`src/rtl/max7219_scheduler.sv`:
```
// ---------------------------------------------------------------------------
// max7219_scheduler
//
// Word-level controller for a MAX7219 display driver. After reset it sends
// the five-word power-up sequence. From then on it sends only what has
// changed:
//   - digits written into the eight-entry display buffer
//   - shutdown, decode and intensity settings that differ from what was sent
// It can also force a periodic resend of everything.
// Words go out one at a time to a 16-bit SPI shifter. A word is offered with
// a valid/ready handshake. The shifter then pulses done once the word has
// been shifted out.
//
// Parameters
//   SCAN_LIMIT      data written to the scan-limit register during init
//   REFRESH_CYCLES  clk cycles between forced full refreshes, 0 disables
//
// Ports
//   clk          in   system clock, rising edge
//   reset        in   asynchronous reset, active low
//   wr_en        in   display buffer write strobe
//   wr_digit     in   digit index 0..7 for the write
//   wr_data      in   digit code, bit 7 is the decimal point
//   intensity    in   brightness level (register 0x0A)
//   decode_mask  in   BCD decode mask (register 0x09)
//   blank        in   1 = shutdown mode, 0 = normal operation
//   word_valid   out  word offered to the serializer
//   word_addr    out  MAX7219 register address
//   word_data    out  register data
//   word_ready   in   serializer accepts the word while word_valid is high
//   word_done    in   pulse: accepted word fully shifted out
//   init_done    out  power-up sequence finished
//   busy         out  a word is offered or still being shifted
// ---------------------------------------------------------------------------
module max7219_scheduler #(
   parameter logic [2:0]  SCAN_LIMIT     = 3'd7,
   parameter int unsigned REFRESH_CYCLES = 1_000_000
) (
   input  logic       clk,
   input  logic       reset,
   input  logic       wr_en,
   input  logic [2:0] wr_digit,
   input  logic [7:0] wr_data,
   input  logic [3:0] intensity,
   input  logic [7:0] decode_mask,
   input  logic       blank,
   output logic       word_valid,
   output logic [7:0] word_addr,
   output logic [7:0] word_data,
   input  logic       word_ready,
   input  logic       word_done,
   output logic       init_done,
   output logic       busy
);

   typedef enum logic [1:0] {S_INIT, S_IDLE, S_ISSUE, S_WAIT} state_t;
   typedef enum logic [1:0] {SEL_DIGIT, SEL_SHUTDOWN, SEL_DECODE, SEL_INTENSITY} sel_t;

   localparam logic [31:0] REFRESH_LAST =
      (REFRESH_CYCLES == 0) ? 32'd0 : 32'(REFRESH_CYCLES - 1);

   state_t      state;
   sel_t        sel_kind;
   logic [2:0]  sel_digit;
   logic [2:0]  init_step;
   logic [7:0]  digit_buf [8];
   logic [7:0]  digit_dirty, dirty_next;
   logic        dirty_shutdown, dirty_decode, dirty_intensity;
   logic        shutdown_next, decode_next, intensity_next;
   logic [3:0]  intensity_q;
   logic [7:0]  decode_q;
   logic        blank_q;
   logic [31:0] refresh_cnt;

   logic        accept, init_finish, refresh_hit;
   logic [7:0]  shutdown_data, decode_data, intensity_data;
   logic [7:0]  init_addr, init_data, sel_addr, sel_data;
   logic [2:0]  first_dirty;

   assign busy           = word_valid | (state == S_WAIT);
   assign accept         = word_valid && word_ready && (state == S_ISSUE);
   assign init_finish    = (state == S_WAIT) && word_done && !init_done && (init_step == 3'd4);
   assign refresh_hit    = (REFRESH_CYCLES != 0) && init_done && (refresh_cnt == REFRESH_LAST);
   assign shutdown_data  = {7'h0, ~blank};
   assign decode_data    = decode_mask;
   assign intensity_data = {4'h0, intensity};

   // Power-up sequence: display test off, scan limit, decode, intensity, shutdown.
   always_comb begin
      init_addr = 8'h0F;
      init_data = 8'h00;
      case (init_step)
         3'd1:    begin init_addr = 8'h0B; init_data = {5'h0, SCAN_LIMIT}; end
         3'd2:    begin init_addr = 8'h09; init_data = decode_data;        end
         3'd3:    begin init_addr = 8'h0A; init_data = intensity_data;     end
         3'd4:    begin init_addr = 8'h0C; init_data = shutdown_data;      end
         default: begin init_addr = 8'h0F; init_data = 8'h00;              end
      endcase
   end

   // Lowest-index dirty digit, and the word for whatever IDLE selected.
   // Data is read live, so the word carries the value at load time.
   always_comb begin
      first_dirty = 3'd0;
      for (int i = 7; i >= 0; i--)
         if (digit_dirty[i]) first_dirty = 3'(i);
      case (sel_kind)
         SEL_SHUTDOWN:  begin sel_addr = 8'h0C; sel_data = shutdown_data;  end
         SEL_DECODE:    begin sel_addr = 8'h09; sel_data = decode_data;    end
         SEL_INTENSITY: begin sel_addr = 8'h0A; sel_data = intensity_data; end
         default:       begin sel_addr = {5'h0, sel_digit} + 8'd1; sel_data = digit_buf[sel_digit]; end
      endcase
   end

   // A flag is only cleared on acceptance if the accepted data is still the
   // current value; anything that changed while the word was held stays pending.
   // New writes, config changes and refresh set flags after the clear, so they win.
   always_comb begin
      dirty_next      = digit_dirty;
      shutdown_next   = dirty_shutdown;
      decode_next     = dirty_decode;
      intensity_next  = dirty_intensity;
      if (accept && sel_kind == SEL_DIGIT && word_data == digit_buf[sel_digit])
         dirty_next[sel_digit] = 1'b0;
      if (accept && sel_kind == SEL_SHUTDOWN && word_data == shutdown_data)
         shutdown_next = 1'b0;
      if (accept && sel_kind == SEL_DECODE && word_data == decode_data)
         decode_next = 1'b0;
      if (accept && sel_kind == SEL_INTENSITY && word_data == intensity_data)
         intensity_next = 1'b0;
      if (wr_en)
         dirty_next[wr_digit] = 1'b1;
      if (init_done && blank != blank_q)
         shutdown_next = 1'b1;
      if (init_done && decode_mask != decode_q)
         decode_next = 1'b1;
      if (init_done && intensity != intensity_q)
         intensity_next = 1'b1;
      if (refresh_hit) begin
         dirty_next     = 8'hFF;
         shutdown_next  = 1'b1;
         decode_next    = 1'b1;
         intensity_next = 1'b1;
      end
      if (init_finish) begin
         shutdown_next  = 1'b0;
         decode_next    = 1'b0;
         intensity_next = 1'b0;
      end
   end

   // Display buffer, dirty flags and config shadow copies.
   // The copies track the inputs during init too, so finishing init raises no false change.
   always_ff @(posedge clk or negedge reset) begin
      if (!reset) begin
         for (int i = 0; i < 8; i++) digit_buf[i] <= 8'h00;
         digit_dirty     <= 8'hFF;
         dirty_shutdown  <= 1'b0;
         dirty_decode    <= 1'b0;
         dirty_intensity <= 1'b0;
         intensity_q     <= 4'h0;
         decode_q        <= 8'h00;
         blank_q         <= 1'b0;
      end else begin
         if (wr_en) digit_buf[wr_digit] <= wr_data;
         digit_dirty     <= dirty_next;
         dirty_shutdown  <= shutdown_next;
         dirty_decode    <= decode_next;
         dirty_intensity <= intensity_next;
         intensity_q     <= intensity;
         decode_q        <= decode_mask;
         blank_q         <= blank;
      end
   end

   // Free-running refresh timer, started once init is complete.
   always_ff @(posedge clk or negedge reset) begin
      if (!reset)
         refresh_cnt <= 32'd0;
      else if (REFRESH_CYCLES != 0 && init_done)
         refresh_cnt <= refresh_hit ? 32'd0 : refresh_cnt + 32'd1;
   end

   // Handshake sequencer. S_INIT and S_ISSUE both load the word in their first cycle.
   // They then hold it until it is accepted. S_WAIT waits for the shifter to finish.
   always_ff @(posedge clk or negedge reset) begin
      if (!reset) begin
         state      <= S_INIT;
         init_step  <= 3'd0;
         sel_kind   <= SEL_DIGIT;
         sel_digit  <= 3'd0;
         word_valid <= 1'b0;
         word_addr  <= 8'h00;
         word_data  <= 8'h00;
         init_done  <= 1'b0;
      end else begin
         case (state)
            S_INIT: begin
               if (!word_valid) begin
                  word_addr  <= init_addr;
                  word_data  <= init_data;
                  word_valid <= 1'b1;
               end else if (word_ready) begin
                  word_valid <= 1'b0;
                  state      <= S_WAIT;
               end
            end
            S_IDLE: begin
               if (dirty_shutdown) begin
                  sel_kind <= SEL_SHUTDOWN;
                  state    <= S_ISSUE;
               end else if (dirty_decode) begin
                  sel_kind <= SEL_DECODE;
                  state    <= S_ISSUE;
               end else if (dirty_intensity) begin
                  sel_kind <= SEL_INTENSITY;
                  state    <= S_ISSUE;
               end else if (|digit_dirty) begin
                  sel_kind  <= SEL_DIGIT;
                  sel_digit <= first_dirty;
                  state     <= S_ISSUE;
               end
            end
            S_ISSUE: begin
               if (!word_valid) begin
                  word_addr  <= sel_addr;
                  word_data  <= sel_data;
                  word_valid <= 1'b1;
               end else if (word_ready) begin
                  word_valid <= 1'b0;
                  state      <= S_WAIT;
               end
            end
            S_WAIT: begin
               if (word_done) begin
                  if (init_done) begin
                     state <= S_IDLE;
                  end else if (init_step == 3'd4) begin
                     init_done <= 1'b1;
                     state     <= S_IDLE;
                  end else begin
                     init_step <= init_step + 3'd1;
                     state     <= S_INIT;
                  end
               end
            end
            default: state <= S_INIT;
         endcase
      end
   end

endmodule

```
`config.mk`:
```
export PLATFORM = sky130hd
export DESIGN_NAME = max7219_scheduler
export DESIGN_NICKNAME = d
export VERILOG_FILES = /design/src/rtl/max7219_scheduler.sv
export SDC_FILE = /design/constraint.sdc
export NUM_CORES = 1
export LEC_CHECK = 0
export CORE_MARGIN = 4
export CORE_UTILIZATION = 40
export DETAILED_ROUTE_END_ITERATION = 16
export PLACE_DENSITY = 0.65
export SLEW_MARGIN = 5
export SYNTH_ARGS = -nofsm -noshare
export SYNTH_HDL_FRONTEND = slang
export SYNTH_SLANG_ARGS = --single-unit
```
`constraint.sdc`:
```
create_clock -name clk -period 4.5 [get_ports clk]
set_input_delay 0.45 -clock clk [delete_from_list [all_inputs] [get_ports clk]]
set_output_delay 0.45 -clock clk [all_outputs]
set_load 0.01 [all_outputs]
```
Word-level counts from Yosys, hierarchy flattened
Cells that the tools add are included.
Word-level totals
  output and inout bits: 19
  bits in registers: 148
  logic and storage cells: 168
  input port bits: 29
Operators by class
  multiplexer cells: 62
  order comparisons: 7
  add/sub/neg operators: 3
  bitwise operators: 12
  reduce and logical (&&, ||, !) cells: 36
  eq/ne operators: 24
Operators with widths (number)
  $mux 8: 10
  $bwmux 64: 1
  $add 32x1->32 const B: 1
  $eq 32x20->1 const B: 1
  $mux 32: 1
  $pmux 8 s2: 2
  $pmux 8 s4: 1
  $bmux 8 s3: 1
  $demux 8 s3: 1
  $mux 3: 8
  $pmux 8 s3: 1
  $mux 2: 11
  $logic_and 1x1->1: 20
  $mux 1: 20
  $eq 8x8->1: 2
  $reduce_bool 4->1: 4
  $pmux 3 s4: 1
  $pmux 4 s3: 1
  $and 8x8->8: 1
  $eq 2x2->1 const B: 4
  $eq 8x1->1: 1
  $eq 8x4->1: 1
  $ge 4x4->1 const B: 2
  $lt 3x4->1 const B: 2
  other kinds (30): 46

Logic depth before layout (Yosys ltp)
Gate-level depths: netlist (run 1).
  depth in word-level cells: 10
  depth in mapped cells: 8
  depth with buffers taken out: 8

Worst setup path before layout (run 1)
Ideal clock, no wire load.
  kind: reg-to-reg
  from: register sel_digit[2]
  to: register digit_dirty[5]
  setup time: 0.103 ns
  arrival: 2.151 ns
  slack: 2.246 ns
  period minus slack after synthesis: 2.254 ns
  path buffers: 2
  cell stages (with the launch flop): 9
  data required time: 4.397 ns
  cell sequence: dfrtp_1 > buf_2 > buf_1 > mux4_2 > mux2i_1 > xor2_1 > nand3_1 > nor4_4 > a41oi_1
Between the ends
  word-level cells in the longest chain between the ends: 10
  elaborated cells on any way between the ends: 17
  those cells by class: order compare (2); eq/ne (1); mux (8); bitwise (4); reduce/logical (2)
RTL lines
  from (decl): line 64  | logic [2:0] sel_digit;
  from (signal assigned): line 220  | sel_digit <= first_dirty;
  $lt 3x4->1 (not written as such) (tied with other cells): line 124  | dirty_next[sel_digit] = 1'b0;
  $logic_and 1x1->1 (not written as such) or $bmux 8 s3 (tied branches): line 124, 123
  $mux 1 (not written as such) or $mux 8 (tied branches): line 124, 123
  $demux 1 s3 or $mux 8 (tied branches): line 124, 123
  $not 8->8 (no line) or $eq 8x8->1 (tied branches)
  $and 8x8->8 (no line) or $logic_and 1x1->1 (tied branches)
  $mux 8 *: line 123  | if (accept && sel_kind == SEL_DIGIT && word_data == digit_buf[sel_digit])
  $or 8x8->8 (no line)
  $mux 8 *: line 131  | if (wr_en)
  $mux 8 *: line 139  | if (refresh_hit) begin
  named net dirty_next[5]: line 67  | logic [7:0] digit_dirty, dirty_next;
  to (signal assigned): line 166  | digit_dirty <= dirty_next;
  to (decl): line 67
The timed path passes the listed nets; every way through them passes the cells marked *. The select of a mux whose other input is x is not followed.
A chain may end at the register's enable or synchronous reset.

Worst setup path after layout (run 1)
  from: register sel_digit[1]
  to: register digit_dirty[5]
Same word-level chain as after synthesis.

==> metrics.txt, run 1 <==
setup violators final 0; drt first-iter violations 315; HP Start digit_buf[27]; #FFs+latches synth 144; Final Hold Viols 0; crit path cell chain buf_4 -> mux4_2 -> mux2i_4 -> xnor2_1 -> or4_4 -> nor4_4 -> a41oi_1; Core Util, Final 48.3%; Slowest cell on crit path dfrtp_1; Switching Fraction 34.3%; crit path max fanout 17; die area 20000 um^2; internal power 3.17 mW; Setup WS pre-CTS 1.43 ns; WL final 16.7 mm; routability cong. 0.870; Reg clk slew, reported paths 0.06 ns; FF/Latch Area 3610 um^2; total design power 4.82 mW; vias in the first global route 5406; CTS tree done; max-cap viol count 0; final net count 698; combinational share of power 29.8%; PnR worst setup slack 1.40 ns; share of cells above drive strength 1 15.7%; row cnt 48; post-CTS sizing 0; part of the power in registers 40.6%; pin count of the biggest net entering global routing 56; gr usage total 17.8%; Max Clk Rate 323 MHz; drt via density 5.50; number of routed nets with antenna violations 0; TNS Setup 0 ns; Worst path max stage delay 0.83 ns; Worst-Skew Late Latency 0.43 ns; CP arrival 3.39 ns; share of Yosys cell area claimed by the top area cell type 47.7%; part of the Yosys area used for sequential elements 50.7%; routed length per instance 18.5 um; Initial Util 41.1%; antenna violations before repair 0; hpwl dp 11.7 mm; crit path launch type flip-flop; cells taking the most area after synthesis dfrtp_1 48%, mux2_2 5.5%, mux2_1 5.2%; first-pass GRT wire length 28.3 mm; Worst Setup End Kind flip-flop; pwr dens 575 nW/um^2; Max VDD drop 446 uV; Syn. warnings 0; die height 141 um; fill cell count 1532; minimum clock period 3.10 ns; # DRC 0; EDFF count, synth 0; number of antenna diodes 0; area leader, netlist dfrtp_1; synthesized area 7130 um^2; vias 4948; Top FF cell, synth dfrtp_1; Sw Pwr 1.65 mW; clock share of power 29.7%; placeable core area 17400 um^2; IO buf count 43; status finished, final reports clean; Post-synth ARST share 100%; Setup Buffers After CTS 0; cells after synthesis 617; Root Buffer clkbuf_16; area of the multi-input gates 3330 um^2; top-level I/O count 48; Longest Clk Path Bufs 2; chip width 141 um; global route total overflow 0; CTS buffer count 17; Mean Syn Cell Area 11.6 um^2; DR pass1 iterations 5; Critical Path RT 4.79 ns; RSZ-0062 raised after global routing false; Tightest Hold Check Type flip-flop to flip-flop; Crit Path Category flip-flop to flip-flop; commonest cells after routing, fill and taps aside 136 x dfrtp_1, 44 x nor2_1, 42 x clkdlybuf4s50_1; Max Slew Vio Count 0; final worst-path cycle share 68.9%; Pleak 3.46 nW; CTS Sinks 144; Fin Clk Skew 0.00657 ns; launch point of the worst path sel_digit[1]; most common cell after layout, fill and taps aside dfrtp_1; Rel. slew slack 29.0%; reg2reg start sel_digit[1]; worst slew pin tran 1.06 ns; distinct cell type count after synthesis 60; Syn-to-layout area delta 17.7%; H-tree Lvls 4
-- final cells by class --
cell class	count	share of cell area [%]
Multi-Input combinational cell	432	39.7
Timing Repair Buffer	53	6.07
Clock buffer	19	5.40
Inverter	14	0.627
Clock inverter	13	1.79
Sequential cell	144	43.1
Tap cell	225	3.36
-- cell families after synthesis --
group                    count (synthesis)  share of synthesized area [%]
other                                    1                         0.0526
AO/OA/AOI/OAI                           82                           7.23
flip-flops                             144                           50.7
multiplexers                            92                           16.7
XOR/XNOR                                63                           7.74
AND/OR/NAND/NOR                        184                           13.5
buffers and inverters                   44                           2.79
adder cells (fa/ha/maj)                  7                           1.23
-- final timing paths --
kind                                   end  slack [ns]  cells past startpoint
setup / recovery            digit_dirty[5]        1.40                      7
hold / removal               digit_buf[27]        0.49                      1
setup reg to reg            digit_dirty[5]        1.40                      7
hold reg to reg              digit_buf[27]        0.49                      1
max in group asynchronous      decode_q[1]        2.99                      3
min in group asynchronous  refresh_cnt[29]        0.54                      2
-- Yosys cell counts (16+ instances only) --
cell type and number:
dfrtp_1 136, nor2_1 44, nand2_1 38, xnor2_1 37, mux2_2 35, mux2_1 33, xor2_1 26, a21oi_1 19
clkbuf_1 18, nor3_1 18, nand4_1 17, nand3_1 16
-- metrics by stage --
stage	std cells	instance area, um^2	hold WS (ns)
2_1_floorplan	620	7140	0.154
3_3_place_gp	867	7770	0.434
3_5_place_dp	867	7770	0.449
4_1_cts	900	8390	0.489
5_1_grt	900	8390	0.502
6_report	900	8390	0.486
-- routing by layer --
layer	up-vias	wire, um	GRT usage, %
met5	-	0	0
met4	0	289	5.76
met3	28	763	5.22
met2	106	8390	30.1
met1	2496	7240	22.1
li1	2318	-	-
-- worst max-delay path, delay by kind of cell (launching register included) --
family | cells | cell delay (ns)
AO/OA/AOI/OAI | 1 | 0.19
XOR/XNOR | 1 | 0.08
buffers and inverters | 1 | 0.32
flip-flops | 1 | 0.83
multiplexers | 2 | 0.73
AND/OR/NAND/NOR | 2 | 0.81
-- power by group through the flow --
stage	logic [mW]	clock network, mW	registers [mW]
after detailed placement	1.44	0	1.97
after CTS	1.45	1.47	1.95
after floorplan	1.15	0	1.76
final	1.44	1.43	1.96
after global placement	1.41	0	1.97
after global routing	1.60	1.53	2.00
-- state kept, by name, indices dropped and copies added, names as in the netlist, 2 cells and up --
signal,flops
decode_q,8
digit_buf,64
digit_dirty,8
init_step,3
intensity_q,4
refresh_cnt,32
sel_digit,3
sel_kind,2
state,2
word_addr,4
word_data,8
-- what timing repair did --
item | CTS | global route
setup endpoints to repair | 0 | 0
hold endpoints to repair | 33 | 0
hold buffers | 1 | 0
Power figures use the tool's default switching activity.
==> run 2, diff against run 1 <==
--- a/config.mk
+++ b/config.mk
@@ -8,7 +8,7 @@
 export CORE_MARGIN = 4
 export CORE_UTILIZATION = 40
 export DETAILED_ROUTE_END_ITERATION = 16
-export PLACE_DENSITY = 0.65
+export PLACE_DENSITY = 0.67
 export SLEW_MARGIN = 5
 export SYNTH_ARGS = -nofsm -noshare
 export SYNTH_HDL_FRONTEND = slang
==> constraint.sdc (replaced) <==
create_clock -name clk -period 2.7 [get_ports clk]
set_input_delay 0.27 -clock clk [delete_from_list [all_inputs] [get_ports clk]]
set_output_delay 0.27 -clock clk [all_outputs]
set_load 0.01 [all_outputs]
==> run 2 against run 1 <==
  * Critical path depth shrank 1
  * Core utilization up 0.56 points
  * First-iteration DRC count is 28% higher
  * Clock power up 66%
  * Setup slack got worse by 1.2 ns
  * Wire length is 3.6% higher
  * Final area up 1.2%
  * Sequential share of layout area fell by 0.50 points
  * Global-route usage increased by 0.16 points
  * Largest cell class unchanged
  * Largest power group unchanged
  * Highest routed layer unchanged
==> metrics.txt, run 2 (synthesis gave the netlist of run 1 again) <==
commonest cells after routing, fill and taps aside 136 x dfrtp_1, 44 x nor2_1, 42 x clkdlybuf4s50_1; Worst Setup End Kind flip-flop; gr usage total 18.0%; CTS Sinks 144; Largest register FFs 64; Fin Clk Skew 0.00850 ns; Tightest Hold Check Type input pin to asynchronous set/reset pin; row cnt 48; Longest Clk Path Bufs 2; antenna violations before repair 0; reg-to-reg slack, setup 0.17 ns; placed instance area 7880 um^2; setup violators final 0; max-cap viol count 0; global route total overflow 0; DR pass1 iterations 5; Largest regs digit_buf: 64 flops, refresh_cnt: 32 flops; Final Hold Viols 0; Rel. slew slack 53.2%; crit path cell chain buf_4 -> mux2_2 -> a22oi_1 -> xnor2_1 -> nor4_4 -> a31oi_1; Max VDD drop 501 uV; routability cong. 0.932; DR top layer met4; hpwl dp 12.1 mm; die height 141 um; Syn-to-layout area delta 19.0%; H-tree Lvls 4; FF/Latch Area 3610 um^2; worst slew pin tran 0.702 ns; die area 20000 um^2; fill cell count 1551; CTS buffer count 17; number of antenna diodes 0; pin count of the biggest net entering global routing 75; WL final 17.3 mm; vias in the first global route 5438; pwr dens 961 nW/um^2; top-level I/O count 48; Largest Register digit_buf; Slowest cell on crit path dfrtp_1; TNS Setup 0 ns; first-pass GRT wire length 28.6 mm; WL met3 961 um; reg2reg start sel_digit[2]; share of cells above drive strength 1 17.0%; final net count 710; drt via density 5.59; total design power 8.15 mW; final worst-path cycle share 93.8%; vias 5095; drt first-iter violations 403; CP arrival 2.86 ns; routed length per instance 18.9 um; minimum clock period 2.53 ns; Worst-Skew Late Latency 0.42 ns; FF-to-FF End digit_dirty[6]; Critical Path RT 3.02 ns; Root Buffer clkbuf_16; post-CTS sizing 0; Reg2Reg Depth 6; crit path max fanout 15; Pleak 3.52 nW; length of routed met2 wiring 8.56 mm; # DRC 0; Finished Cell Area 8480 um^2; placeable core area 17400 um^2; Crit Path Category flip-flop to flip-flop; most common cell after layout, fill and taps aside dfrtp_1; Max Slew Vio Count 0; Worst path max stage delay 0.68 ns; RSZ-0062 raised after global routing false; Initial Util 41.1%; IO buf count 43; Reg clk slew, reported paths 0.07 ns; Max Clk Rate 395 MHz; CTS tree done; number of routed nets with antenna violations 0; status finished, final reports clean; chip width 141 um; area of the multi-input gates 3330 um^2; wire length on met1 7.46 mm; crit path launch type flip-flop
-- run 2: cell types whose count changed in the layout (fill, tap and decap cells not counted) --
cell	change
clkbuf_8	-2
buf_12	+1
buf_4	+11
clkinvlp_4	-1
clkinv_2	-1
clkbuf_1	+1
inv_6	+1
inv_8	+2
-- run 2: where the power goes --
part | internal, mW | leakage [nW] | switching [mW]
combinational | 1.29 | 1.47 | 1.29
clock | 1.40 | 0.291 | 0.989
sequential | 2.61 | 1.76 | 0.570
total | 5.30 | 3.52 | 2.85
-- run 2: what timing repair did --
item                      CTS  global route
hold endpoints to repair   64             0
buffers inserted            0             0
hold buffers                1             0
-- run 2: metrics by stage --
stage               setup WS [ns]  hold slack, ns  cells  util, %
floorplan                   0.446         -0.0256    620        -
global route              0.00552           0.450    912     48.9
global placement            0.300           0.317    879     45.4
detailed placement          0.187           0.336    879     45.4
finish                      0.167           0.426    912     48.9
CTS                         0.168           0.437    912     48.9
-- run 2: per-layer routing --
layer	up-vias	track usage, %
met2	161	29.2
li1	2345	-
met4	0	5.10
met5	-	0
met1	2558	24.0
met3	31	4.62
-- run 2: area by class of cell --
| type | instances | area share (%) |
|---|---|---|
| Timing Repair Buffer | 65 | 7.21 |
| Clock inverter | 14 | 1.99 |
| Sequential cell | 144 | 42.6 |
| Inverter | 14 | 0.619 |
| Multi-Input combinational cell | 432 | 39.2 |
| Clock buffer | 18 | 5.06 |
| Tap cell | 225 | 3.32 |
-- run 2: critical path, delay by kind of cell, from the launching register on --
kind | cells | cell delay [ns]
xor+xnor | 1 | 0.15
compound gates | 2 | 0.44
flops | 1 | 0.68
mux | 1 | 0.35
buf+inv | 1 | 0.31
simple gates | 1 | 0.50
-- run 2: worst max path at each step --
| stage | to | slack [ns] | depth (start not counted) | startpoint |
|---|---|---|---|---|
| CTS | digit_dirty[6] | 0.17 | 6 | sel_digit[2] |
| floorplan | digit_dirty[5] | 0.45 | 8 | sel_digit[2] |
| global placement | digit_dirty[5] | 0.30 | 7 | sel_digit[1] |
| global route | digit_dirty[5] | 0.006 | 6 | sel_digit[2] |
| finish | digit_dirty[6] | 0.17 | 6 | sel_digit[2] |
| detailed placement | digit_dirty[6] | 0.19 | 6 | sel_digit[0] |
